File: src/rtl/reg_operand_fetch_pkg.sv
// reg_operand_fetch_pkg
//   Shared definitions for the register operand-fetch front end:
//   default register width / address width and the fetch FSM encoding.
package reg_operand_fetch_pkg;

  localparam int DATA_W_DEF = 8;
  localparam int ADDR_W_DEF = 4;

  typedef enum logic [1:0] {
    ST_IDLE   = 2'd0,
    ST_READ_A = 2'd1,
    ST_READ_B = 2'd2,
    ST_HOLD   = 2'd3
  } fetch_state_e;

endpackage

File: src/rtl/reg_operand_fetch_bypass_sel.sv
// reg_bypass_sel
//   Combinational write-port forwarding for one register address.
//   Ports:
//     wr_en/wr_addr/wr_data : register-file write port being snooped
//     addr                  : register index of interest
//     rd_data               : value read from the file for addr
//     hit                   : a write to addr is happening this cycle
//     data                  : wr_data on a hit, otherwise rd_data
import reg_operand_fetch_pkg::*;

module reg_bypass_sel #(
  parameter int DATA_W = DATA_W_DEF,
  parameter int ADDR_W = ADDR_W_DEF
) (
  input  logic              wr_en,
  input  logic [ADDR_W-1:0] wr_addr,
  input  logic [DATA_W-1:0] wr_data,
  input  logic [ADDR_W-1:0] addr,
  input  logic [DATA_W-1:0] rd_data,
  output logic              hit,
  output logic [DATA_W-1:0] data
);

  assign hit  = wr_en && (wr_addr == addr);
  assign data = hit ? wr_data : rd_data;

endmodule

File: src/rtl/reg_operand_fetch.sv
// reg_operand_fetch
//   Two-source operand fetch through a single combinational register-file
//   read port. Source A is read in READ_A, source B in READ_B, and the pair is
//   presented in HOLD until the consumer takes it. Writes to the file are
//   snooped so the presented operands always match the committed file state.
//   Ports:
//     clk, rst                      : clock, synchronous active-high reset
//     req_valid/req_ready           : request handshake
//     req_src_a/req_src_b           : source register indices
//     rd_addr/rd_data               : register-file read port
//     wr_en/wr_addr/wr_data         : register-file write port (snooped)
//     op_valid/op_ready, op_a/op_b  : operand pair handshake
import reg_operand_fetch_pkg::*;

module reg_operand_fetch #(
  parameter int DATA_W = DATA_W_DEF,
  parameter int ADDR_W = ADDR_W_DEF
) (
  input  logic              clk,
  input  logic              rst,
  input  logic              req_valid,
  output logic              req_ready,
  input  logic [ADDR_W-1:0] req_src_a,
  input  logic [ADDR_W-1:0] req_src_b,
  output logic [ADDR_W-1:0] rd_addr,
  input  logic [DATA_W-1:0] rd_data,
  input  logic              wr_en,
  input  logic [ADDR_W-1:0] wr_addr,
  input  logic [DATA_W-1:0] wr_data,
  output logic              op_valid,
  input  logic              op_ready,
  output logic [DATA_W-1:0] op_a,
  output logic [DATA_W-1:0] op_b
);

  fetch_state_e      state_q, state_d;
  logic [ADDR_W-1:0] src_a_q, src_a_d;
  logic [ADDR_W-1:0] src_b_q, src_b_d;
  logic [ADDR_W-1:0] rd_addr_q, rd_addr_d;
  logic [DATA_W-1:0] op_a_q, op_a_d;
  logic [DATA_W-1:0] op_b_q, op_b_d;
  logic              op_valid_q, op_valid_d;

  logic              hit_a, hit_b;
  logic [DATA_W-1:0] byp_a, byp_b;
  logic              accept;

  // One selector per latched source: the bypassed value is used for the
  // capture cycle, the hit flag alone drives the later snoop updates.
  reg_bypass_sel #(.DATA_W(DATA_W), .ADDR_W(ADDR_W)) u_sel_a (
    .wr_en   (wr_en),
    .wr_addr (wr_addr),
    .wr_data (wr_data),
    .addr    (src_a_q),
    .rd_data (rd_data),
    .hit     (hit_a),
    .data    (byp_a)
  );

  reg_bypass_sel #(.DATA_W(DATA_W), .ADDR_W(ADDR_W)) u_sel_b (
    .wr_en   (wr_en),
    .wr_addr (wr_addr),
    .wr_data (wr_data),
    .addr    (src_b_q),
    .rd_data (rd_data),
    .hit     (hit_b),
    .data    (byp_b)
  );

  assign req_ready = !rst && ((state_q == ST_IDLE) ||
                              ((state_q == ST_HOLD) && op_ready));
  assign accept    = req_valid && req_ready;

  always_comb begin
    state_d    = state_q;
    src_a_d    = src_a_q;
    src_b_d    = src_b_q;
    rd_addr_d  = rd_addr_q;
    op_a_d     = op_a_q;
    op_b_d     = op_b_q;
    op_valid_d = op_valid_q;

    case (state_q)
      ST_IDLE: begin
        if (accept) begin
          src_a_d   = req_src_a;
          src_b_d   = req_src_b;
          // rd_addr is registered, so it is loaded one edge early to be
          // pointing at source A throughout READ_A.
          rd_addr_d = req_src_a;
          state_d   = ST_READ_A;
        end
      end
      ST_READ_A: begin
        op_a_d    = byp_a;
        rd_addr_d = src_b_q;
        state_d   = ST_READ_B;
      end
      ST_READ_B: begin
        op_b_d = byp_b;
        // rd_data now belongs to source B, so A is refreshed only from the
        // write port.
        if (hit_a) op_a_d = wr_data;
        op_valid_d = 1'b1;
        state_d    = ST_HOLD;
      end
      ST_HOLD: begin
        if (hit_a) op_a_d = wr_data;
        if (hit_b) op_b_d = wr_data;
        if (op_ready) begin
          op_valid_d = 1'b0;
          if (accept) begin
            src_a_d   = req_src_a;
            src_b_d   = req_src_b;
            rd_addr_d = req_src_a;
            state_d   = ST_READ_A;
          end else begin
            state_d = ST_IDLE;
          end
        end
      end
      default: state_d = ST_IDLE;
    endcase
  end

  always_ff @(posedge clk) begin
    if (rst) begin
      state_q    <= ST_IDLE;
      src_a_q    <= '0;
      src_b_q    <= '0;
      rd_addr_q  <= '0;
      op_a_q     <= '0;
      op_b_q     <= '0;
      op_valid_q <= 1'b0;
    end else begin
      state_q    <= state_d;
      src_a_q    <= src_a_d;
      src_b_q    <= src_b_d;
      rd_addr_q  <= rd_addr_d;
      op_a_q     <= op_a_d;
      op_b_q     <= op_b_d;
      op_valid_q <= op_valid_d;
    end
  end

  assign rd_addr  = rd_addr_q;
  assign op_a     = op_a_q;
  assign op_b     = op_b_q;
  assign op_valid = op_valid_q;

endmodule

File: config.mk
export PLATFORM = sky130hd
export DESIGN_NAME = reg_operand_fetch
export DESIGN_NICKNAME = d
export VERILOG_FILES = /design/src/rtl/reg_operand_fetch_pkg.sv /design/src/rtl/reg_operand_fetch_bypass_sel.sv /design/src/rtl/reg_operand_fetch.sv
export SDC_FILE = /design/constraint.sdc
export NUM_CORES = 1
export LEC_CHECK = 0
export CORE_MARGIN = 8
export CORE_UTILIZATION = 46
export DETAILED_ROUTE_END_ITERATION = 8
export PLACE_DENSITY = 0.83
export REMOVE_ABC_BUFFERS = 1
export SKIP_CTS_REPAIR_TIMING = 1
export SLEW_MARGIN = 10
export SYNTH_ARGS = -nofsm -noshare
export SYNTH_HDL_FRONTEND = slang
export SYNTH_HIERARCHICAL = 1
export SYNTH_SLANG_ARGS = --single-unit
File: constraint.sdc
create_clock -name clk -period 2.2 [get_ports clk]
set_input_delay 0.44 -clock clk [delete_from_list [all_inputs] [get_ports clk]]
set_output_delay 0.44 -clock clk [all_outputs]
set_load 0.1 [all_outputs]
==> metrics, run 1 <==
compound-gate portion of the synthesized area=17.51%; slowest stage cell, crit path=sky130_fd_sc_hd__dfxtp_1; R2R setup slack=0.17 ns; top_reg_cell synth=sky130_fd_sc_hd__dfxtp_1; transition time at the pin with the least slew margin=0.5828 ns; Yosys top cell area share=35.45%; largest net degree at the start of global routing=21; Area contributors post-synth=sky130_fd_sc_hd__dfxtp_1 (35%), sky130_fd_sc_hd__mux2i_1 (12%), sky130_fd_sc_hd__mux2_2 (10%); CP Data Arrival Time=1.65 ns; category of cells accounting for the largest share of critical-path delay=flip-flops; FILL cells=299; Antenna Diode Count=0; number of distinct standard cells referenced by the synthesized netlist=26; max_slew headroom=61.00%; Tcrit/Tclk final=94.96%; Pins Over Slew Limit=0; H-tree level count=2; highest ir drop seen on vdd=0.8763 mV; critical register-to-register path endpoint=rd_addr[3]$_SDFFE_PP0P_; post-route minimum period=2.089 ns; CTS tree=done; final setup violation count=0; Power Total=3.790 mW; IO Pins=55; Vias per Instance=5.287; yosys synthesis warning count=6; capture point of the worst path=req_ready; maximum fanout count along the critical path=10; achievable clock frequency=478.7 MHz; launch instance of the worst register-to-register path=state_q[1]$_SDFFE_PP0P_; Commonest cells post-synth=sky130_fd_sc_hd__nor2_1 (32), sky130_fd_sc_hd__dfxtp_1 (31), sky130_fd_sc_hd__mux2i_1 (21), sky130_fd_sc_hd__mux2_2 (16), sky130_fd_sc_hd__nand2_1 (14); Starting Density=47.81%; status=finished, final reports clean; Worst Reg-to-Reg Cells=5; kind of end point of the critical path=output pin; final-report hold violation count=0; count of buffering cells on the critical path with inverters included=1; number of enable flip-flop cells after synthesis=0; detailed-route DRC error count=0; final cell area excluding filler cells=2467 um^2; clock root cell=sky130_fd_sc_hd__clkbuf_8; mapped cell area=1750 um^2; crit path cell chain=ha_1 > a21oi_1 > nor2_1 > buf_12; Remaining Overflow, GRT=0; share of final-layout standard cells stronger than drive strength 1=24.60%; adder-cell share of the synthesized area=3.574%; simple-gate area share of the yosys netlist=14.15%; fraction of registers with async set or reset after synthesis=0%; most common cell in the synthesized netlist=sky130_fd_sc_hd__nor2_1; data required time at the worst endpoint=1.76 ns; area added between synthesis and finish=40.96%; total vias in the final route=1565; xor-xnor portion of the synthesized cell area=4.003%; number of buffers between clock root and the deepest sink=2; Crit Path Category=register to output pin; area used by sequential logic in the layout=620.6 um^2; Pleak=0.9680 nW; clk_lat worst skew=0.29 ns; Core Footprint=3661 um^2; per-cell routed wire length=15.59 um; Avg Inst Size Synth=9.462 um^2; worst hold path class=register to register; flip-flop and latch count after synthesis=31; via count of the first global-routing pass=1574; skew final=0.007615 ns; number of stages on the worst setup path=4; die area=6035 um^2; wire length of the first global-routing pass=7590 um; number of instances in the synthesized netlist=185; half-perimeter wire length after detailed placement=3500 um; placer's final routability congestion estimate=0.7687; first-pass detailed-route iteration total=4; multiplexer share of the synthesized area=22.30%; main combinational cell family by area after synthesis=multiplexers; largest area contributor in the netlist=sky130_fd_sc_hd__dfxtp_1; Placed Area=2367 um^2; total of max-cap violations=0; Die Span X=77.69 um; count of clock tree sinks=31; worst setup path start=state_q[1]$_SDFFE_PP0P_; vertical extent of the die=77.69 um; area of the multi-input gates=1077 um^2; Crit path largest cell delay=0.46 ns; iteration-0 DRC count of the detailed router=71; global router's overall resource usage=15.27%; clock buffers created by TritonCTS=5; RSZ-0062 raised after global routing=false; number of buffers added on ports=54; Site Rows=22; type of element launching the critical path=register; initial antenna violation count=0; Pwr per Cell Area=1536 nW/um^2; detailed-route wire length=4616 um; sequential cell area fraction in the yosys report=35.45%; clock-pin slew on the worst setup and hold paths=0.07 ns; final layout net count=285; antenna-violating nets left=0
==> flip-flops by register name (all words and copies together) (netlist names) <==
signal    count
op_a          8
op_b          8
rd_addr       4
src_a_q       4
src_b_q       4
state_q       2
op_valid      1
==> cells in the final DEF (no fill, tap or decap), types with 2 or more instances in the layout <==
cell type                         instances
sky130_fd_sc_hd__xor2_1                   6
sky130_fd_sc_hd__mux2i_1                 21
sky130_fd_sc_hd__mux2_2                  16
sky130_fd_sc_hd__ha_1                     5
sky130_fd_sc_hd__buf_12                   3
sky130_fd_sc_hd__a211oi_1                13
sky130_fd_sc_hd__o21ai_1                  7
sky130_fd_sc_hd__nand2_1                 14
sky130_fd_sc_hd__a311oi_1                 8
sky130_fd_sc_hd__nor2b_1                  2
sky130_fd_sc_hd__clkbuf_8                 7
sky130_fd_sc_hd__dfxtp_1                 31
sky130_fd_sc_hd__a21oi_1                  5
sky130_fd_sc_hd__clkdlybuf4s50_1         32
sky130_fd_sc_hd__xnor2_1                  2
sky130_fd_sc_hd__inv_1                    3
sky130_fd_sc_hd__buf_4                   29
sky130_fd_sc_hd__nor4_4                   2
sky130_fd_sc_hd__a21o_1                   2
sky130_fd_sc_hd__nor2_1                  32
==> through the flow <==
step,cells,util [%],setup slack [ns],hold slack (ns),setup TNS (ns)
final,296,67.40,0.1110,0.4994,0
after global routing,296,67.40,0.009489,0.5192,0
after CTS,296,67.40,0.1143,0.5023,0
after detailed placement,288,64.66,-0.08863,0.4934,-1.068
after global placement,288,64.66,-0.09733,0.4783,-0.7464
after floorplan,176,-,-0.7350,0.4807,-0.7350
==> where the power goes <==
part / switching [mW] / total (mW) / internal, mW
logic: 1.72 / 2.42 / 0.700
clock network: 0.210 / 0.496 / 0.285
registers: 0.124 / 0.870 / 0.746
==> final cells by class <==
| class | count | area share, % |
|---|---|---|
| Timing Repair Buffer | 64 | 24.24 |
| Clock buffer | 8 | 4.057 |
| Inverter | 3 | 0.4564 |
| Tap cell | 48 | 2.434 |
| Sequential cell | 31 | 25.15 |
| Multi-Input combinational cell | 142 | 43.66 |
==> worst min path at each step <==
stage | start | endpoint | depth (start not counted)
3_3_place_gp | op_valid$_SDFFE_PP0P_ | op_valid$_SDFFE_PP0P_ | 2
3_5_place_dp | op_a[0]$_SDFFE_PP0P_ | op_a[0]$_SDFFE_PP0P_ | 2
4_1_cts | op_a[0]$_SDFFE_PP0P_ | op_a[0]$_SDFFE_PP0P_ | 2
2_1_floorplan | src_a_q[1]$_SDFFE_PP0P_ | src_a_q[1]$_SDFFE_PP0P_ | 2
5_1_grt | op_a[6]$_SDFFE_PP0P_ | op_a[6]$_SDFFE_PP0P_ | 2
6_report | op_valid$_SDFFE_PP0P_ | op_valid$_SDFFE_PP0P_ | 2
==> cells by family after synthesis <==
kind of cell | after synthesis
and+or+nand+nor | 52
AOI/OAI and AO/OA | 40
muxes | 37
DFF | 31
buffers and inverters | 12
xor gates and xnor gates | 8
adders and majority gates | 5
==> worst reg2reg max path, stage by stage (launching register included) <==
cell                        delay [ns]
sky130_fd_sc_hd__dfxtp_1          0.46
sky130_fd_sc_hd__ha_1             0.40
sky130_fd_sc_hd__a211oi_1         0.17
sky130_fd_sc_hd__a2111oi_4        0.56
sky130_fd_sc_hd__nor2_1           0.09
sky130_fd_sc_hd__a211oi_1         0.26
==> layer usage <==
metal	track usage, %	part of all wire, %
met1	17.79	46
met2	24.39	45
met3	5.876	7.4
met4	6.415	1.3
met5	0	0
Note: power is estimated with default switching activity, not from simulation.
==> run 2: changes to the inputs <==
--- a/config.mk
+++ b/config.mk
@@ -5,7 +5,6 @@
 export SDC_FILE = /design/constraint.sdc
 export NUM_CORES = 1
 export LEC_CHECK = 0
-export CORE_MARGIN = 8
 export CORE_UTILIZATION = 46
 export DETAILED_ROUTE_END_ITERATION = 8
 export PLACE_DENSITY = 0.83
==> metrics, run 2 (synthesis gave the netlist of run 1 again) <==
detailed-route wire length=4034 um (was 4616 um); clock-pin slew on the worst setup and hold paths=0.07 ns (about the same); number of buffers added on ports=54 (unchanged); total of max-cap violations=0 (unchanged); final cell area excluding filler cells=2450 um^2 (was 2467 um^2); crit path cell chain=ha_1 > a21oi_1 > nor2_1 > buf_12 (unchanged); placer's final routability congestion estimate=0.8131 (was 0.7687); RSZ-0062 raised after global routing=false (unchanged); detailed-route DRC error count=0 (unchanged); FILL cells=313 (was 299); share of final-layout standard cells stronger than drive strength 1=24.08% (was 24.60%); maximum fanout count along the critical path=7 (was 10); final layout net count=282 (was 285); met2 global-route usage=37.37% (was 24.39%); antenna-violating nets left=0 (unchanged); CP Data Arrival Time=1.58 ns (was 1.65 ns); most frequent cells in the layout=sky130_fd_sc_hd__nor2_1 (32), sky130_fd_sc_hd__clkdlybuf4s50_1 (32), sky130_fd_sc_hd__dfxtp_1 (31) (unchanged); initial antenna violation count=0 (unchanged); total vias in the final route=1552 (was 1565); Vias per Instance=5.297 (was 5.287); cell total after placement=285 (was 288); vertical extent of the die=63.69 um (was 77.69 um); wire length of the first global-routing pass=6699 um (was 7590 um); highest ir drop seen on vdd=0.7788 mV (was 0.8763 mV); count of clock tree sinks=31 (unchanged); most used routing layer=met2 (unchanged); number of buffers between clock root and the deepest sink=2 (unchanged); half-perimeter wire length after detailed placement=3044 um (was 3500 um); clk_lat worst skew=0.28 ns (was 0.29 ns); Crit Path Category=register to output pin (unchanged); via count of the first global-routing pass=1480 (was 1574); type of element launching the critical path=register (unchanged); transition time at the pin with the least slew margin=0.6432 ns (was 0.5828 ns); Pwr per Cell Area=1544 nW/um^2 (was 1536 nW/um^2); Die Span X=63.69 um (was 77.69 um); Worst Reg-to-Reg Cells=6 (was 5); Tcrit/Tclk final=92.00% (was 94.96%); clock buffers created by TritonCTS=5 (unchanged); Site Rows=22 (unchanged); WHS=0.4982 ns (was 0.4994 ns); CTS tree=done (unchanged); die area=4056 um^2 (was 6035 um^2); Placed Area=2332 um^2 (was 2367 um^2); final-report hold violation count=0 (unchanged); Starting Density=47.81% (unchanged); Post-Layout Cell Count=293 (was 296); kind of end point of the critical path=output pin (unchanged); first-pass detailed-route iteration total=4 (unchanged); H-tree level count=2 (unchanged); worst hold path class=register to register (unchanged); status=finished, final reports clean (unchanged); iteration-0 DRC count of the detailed router=52 (was 71); category of cells accounting for the largest share of critical-path delay=flip-flops (unchanged); IO Pins=55 (unchanged); achievable clock frequency=494.1 MHz (was 478.7 MHz); Remaining Overflow, GRT=0 (unchanged); Core Footprint=3661 um^2 (unchanged); data required time at the worst endpoint=1.76 ns (about the same); largest net degree at the start of global routing=20 (was 21); Pins Over Slew Limit=0 (unchanged); post-route minimum period=2.024 ns (was 2.089 ns); met3 usage in global routing=6.522% (was 5.876%); Crit path largest cell delay=0.46 ns (about the same); Antenna Diode Count=0 (unchanged); max_slew headroom=57.12% (was 61.00%); global-route met1 utilization=25.00% (was 17.79%); global router's overall resource usage=21.31% (was 15.27%); Min-Delay Path Depth=2 (unchanged); area added between synthesis and finish=39.96% (was 40.96%); slowest stage cell, crit path=sky130_fd_sc_hd__dfxtp_1 (unchanged); clock root cell=sky130_fd_sc_hd__clkbuf_8 (unchanged); number of stages on the worst setup path=4 (unchanged); count of buffering cells on the critical path with inverters included=1 (unchanged); final setup violation count=0 (unchanged); per-cell routed wire length=13.77 um (was 15.59 um); utilization of the core after routing=66.92% (was 67.40%); Pleak=0.9585 nW (was 0.9680 nW); skew final=0.005887 ns (was 0.007615 ns)
run 2: cell count changes in the layout (fill, tap and decap cells not counted), sizes merged:
cell and change:
clkbuf -2, bufinv +1, clkinv +1, buf -3
run 2: final timing paths:
path,start,to,slack [ns]
hold reg to reg,rd_addr[0]$_SDFFE_PP0P_,rd_addr[0]$_SDFFE_PP0P_,0.50
hold / removal,rd_addr[0]$_SDFFE_PP0P_,rd_addr[0]$_SDFFE_PP0P_,0.50
setup reg to reg,state_q[1]$_SDFFE_PP0P_,rd_addr[3]$_SDFFE_PP0P_,0.32
setup / recovery,state_q[1]$_SDFFE_PP0P_,req_ready,0.18
run 2: metrics by stage:
stage	TNS [ns]	total power [mW]	worst slack [ns]
after global routing	0	3.978	0.08576
after CTS	0	3.804	0.1882
after floorplan	-0.7350	2.677	-0.7350
after global placement	-0.9966	3.181	-0.08895
after detailed placement	-1.273	3.217	-0.09850
final	0	3.782	0.1760
run 2: worst register-to-register path: cells and delay by family, from the launching register on:
family                     cells  cell delay [ns]
and+or+nand+nor                1             0.08
DFF                            1             0.38
AOI/OAI and AO/OA              2             0.73
adders and majority gates      1             0.36
buffers and inverters          2             0.26
run 2: power by group:
part	leakage, nW	switching [mW]	internal, mW
clock network	0.0612	0.215	0.366
logic	0.644	1.69	0.647
registers	0.254	0.119	0.746
run 2: layout make-up:
cell class,count,area (um^2),share of cell area [%]
Multi-Input combinational cell,142,1077,43.97
Sequential cell,31,620.6,25.33
Timing Repair Buffer,61,563.0,22.98
Tap cell,48,60.06,2.451
Clock inverter,2,35.03,1.430
Inverter,3,11.26,0.4597
Clock buffer,6,82.58,3.371
run 2: metal layers:
layer,wire [um],vias up
li1,-,786
met1,1832,716
met2,1935,45
met3,235,5
met4,31,0
met5,0,-
==> run 3: changes to the inputs <==
--- a/config.mk
+++ b/config.mk
@@ -5,6 +5,7 @@
 export SDC_FILE = /design/constraint.sdc
 export NUM_CORES = 1
 export LEC_CHECK = 0
+export CAP_MARGIN = 25
 export CORE_UTILIZATION = 46
 export DETAILED_ROUTE_END_ITERATION = 8
 export PLACE_DENSITY = 0.83
@@ -15,3 +16,4 @@
 export SYNTH_HDL_FRONTEND = slang
 export SYNTH_HIERARCHICAL = 1
 export SYNTH_SLANG_ARGS = --single-unit
+export TNS_END_PERCENT = 50
==> results of run 3 <==
Same layout as run 2: the final DEF is identical, and so are final timing and power.
==> variant, RTL diff (settings of run 3) <==
Change the package constant `ADDR_W_DEF` from 4 to 5.
--- a/src/rtl/reg_operand_fetch_pkg.sv
+++ b/src/rtl/reg_operand_fetch_pkg.sv
@@ -5,5 +5,5 @@
 
   localparam int DATA_W_DEF = 8;
-  localparam int ADDR_W_DEF = 4;
+  localparam int ADDR_W_DEF = 5;
 
   typedef enum logic [1:0] {
Ports: changed (resized rd_addr, req_src_a, req_src_b and wr_addr); port bits go from 55 to 59. The function was not compared with the original's and may differ.
==> variant against run 3 <==
  * Non-clock buffer count up 11
  * Setup slack worse by 28 ps
  * Wire length up 13%
  * Sequential cell count increased by 3
  * Power increased by 10%
  * Final area rose by 11%
  * Area after synthesis is 7.1% higher
  * Critical path type is now in2reg
  * Fmax fell by 1.4%
==> variant: results (changes against run 3) <==
stage	metric	value	unit	change
outcome	status	finished clean		
synth	syn_area_per_cell	9.33	µm²	-1.4%
finish	n_clock_buffer	5		-1
global_route	first_global_vias	1645		+11%
place	place_ws	-291	ps	-192 ps
finish	fin_util	72.3	%	+5.4 points
global_route	grt_pass1_wl	7210	µm	+7.6%
finish	register_area	681	µm²	+9.7%
finish	clock_area_share	5.05	%	+0.25 points
place	post_dp_cell_area	2540	µm²	+8.9%
detailed_routing	wl_met1	2020	µm	+10%
detailed_routing	wl_met3	137	µm	-42%
place	dp_hpwl	3270	µm	+7.5%
power	peakVddDrop	738	µV	-5.2%
finish	final-nonclk-buf-share	26.2	%	+3.3 points
detailed_routing	avgRoutedWirePerCell	14.5	µm	+5.1%
setup_path	crit_path_top_delay_cell	clkdlybuf4s50_1		
synth	seq_area_frac_synth	36.3	%	+0.84 points
synth	synth.area.top_cells	dfxtp_1 (36%), mux2i_1 (13%), mux2_2 (9.6%), nor2_1 (7.0%), a211oi_1 (5.6%)		
finish	n_all_buffers	72		+18%
detailed_routing	drtIter0Drc	37		-29%
detailed_routing	routed_wirelength	4570	µm	+13%
finish	comb.multi_input.count	151		+6.3%
power	total_leakage_power	1.12	nW	+16%
place	portBuffers	58		+7.4%
sta	max_slew_margin	64.8	%	+7.7 points
cts	cts_root_buf	clkbuf_8		
sta	clock_skew	11.2	ps	+5.27 ps
global_route	grt_usage	22.0	%	+0.64 points
synth	synth.mux.area_fraction	22.4	%	+0.11 points
finish	drive_gt1_share	25.0	%	+0.92 points
setup_path	path_max_fanout	5		-2
finish	nFlopsAndLatches	34		+9.7%
global_route	antenna_found_initial	0		unchanged
synth	synth_xor_area_share	4.67	%	+0.67 points
finish	fillers	252		-19%
global_route	grt_start_max_net_pins	17		-15%
detailed_routing	top_layer	met4		
place	placed_cells	307		+7.7%
detailed_routing	vias_per_cell	5.36		+1.3%
floorplan	rows	22		unchanged
synth	synth-compound-area-share	15.9	%	-1.6 points
setup_path	worst_setup_path_end_kind	flop		
synth	ys_top_cells_by_count	nor2_1 (35), dfxtp_1 (34), mux2i_1 (24)		
synth	yosysWarnings	6		unchanged
finish	multi_input_area_share	41.1	%	-2.8 points
synth	synth_adder_area_share	3.34	%	-0.24 points
place	place.gp.congestion	0.810		-0.38%
detailed_routing	met2_wirelength	2360	µm	+22%
variant: per-layer routing:
layer  global-route usage (%)  vias up
li1                         -      851
met1                     25.1      803
met2                     39.5       36
met3                     4.14        5
met4                     8.70        0
met5                        0        -
variant: worst max-delay path, delay by kind of cell:
| kind | cells | cell delay, ps |
|---|---|---|
| simple gates | 2 | 450 |
| xor+xnor | 1 | 170 |
| buf+inv | 2 | 580 |
| compound gates | 1 | 100 |
| mux | 2 | 490 |
variant: path summary, 6_finish.rpt:
path	cells after the start	slack (ps)	endpoint	startpoint
min	2	500	op_b[6]	op_b[6]
min reg2reg	2	500	op_b[6]	op_b[6]
max	8	150	op_b[0]	wr_addr[4]
max reg2reg	7	280	op_b[0]	src_b_q[2]
variant: where the power goes:
part	internal (mW)	switching, mW
Combinational	0.735	1.78
Clock	0.454	0.245
Sequential	0.812	0.133
Total	2.00	2.16
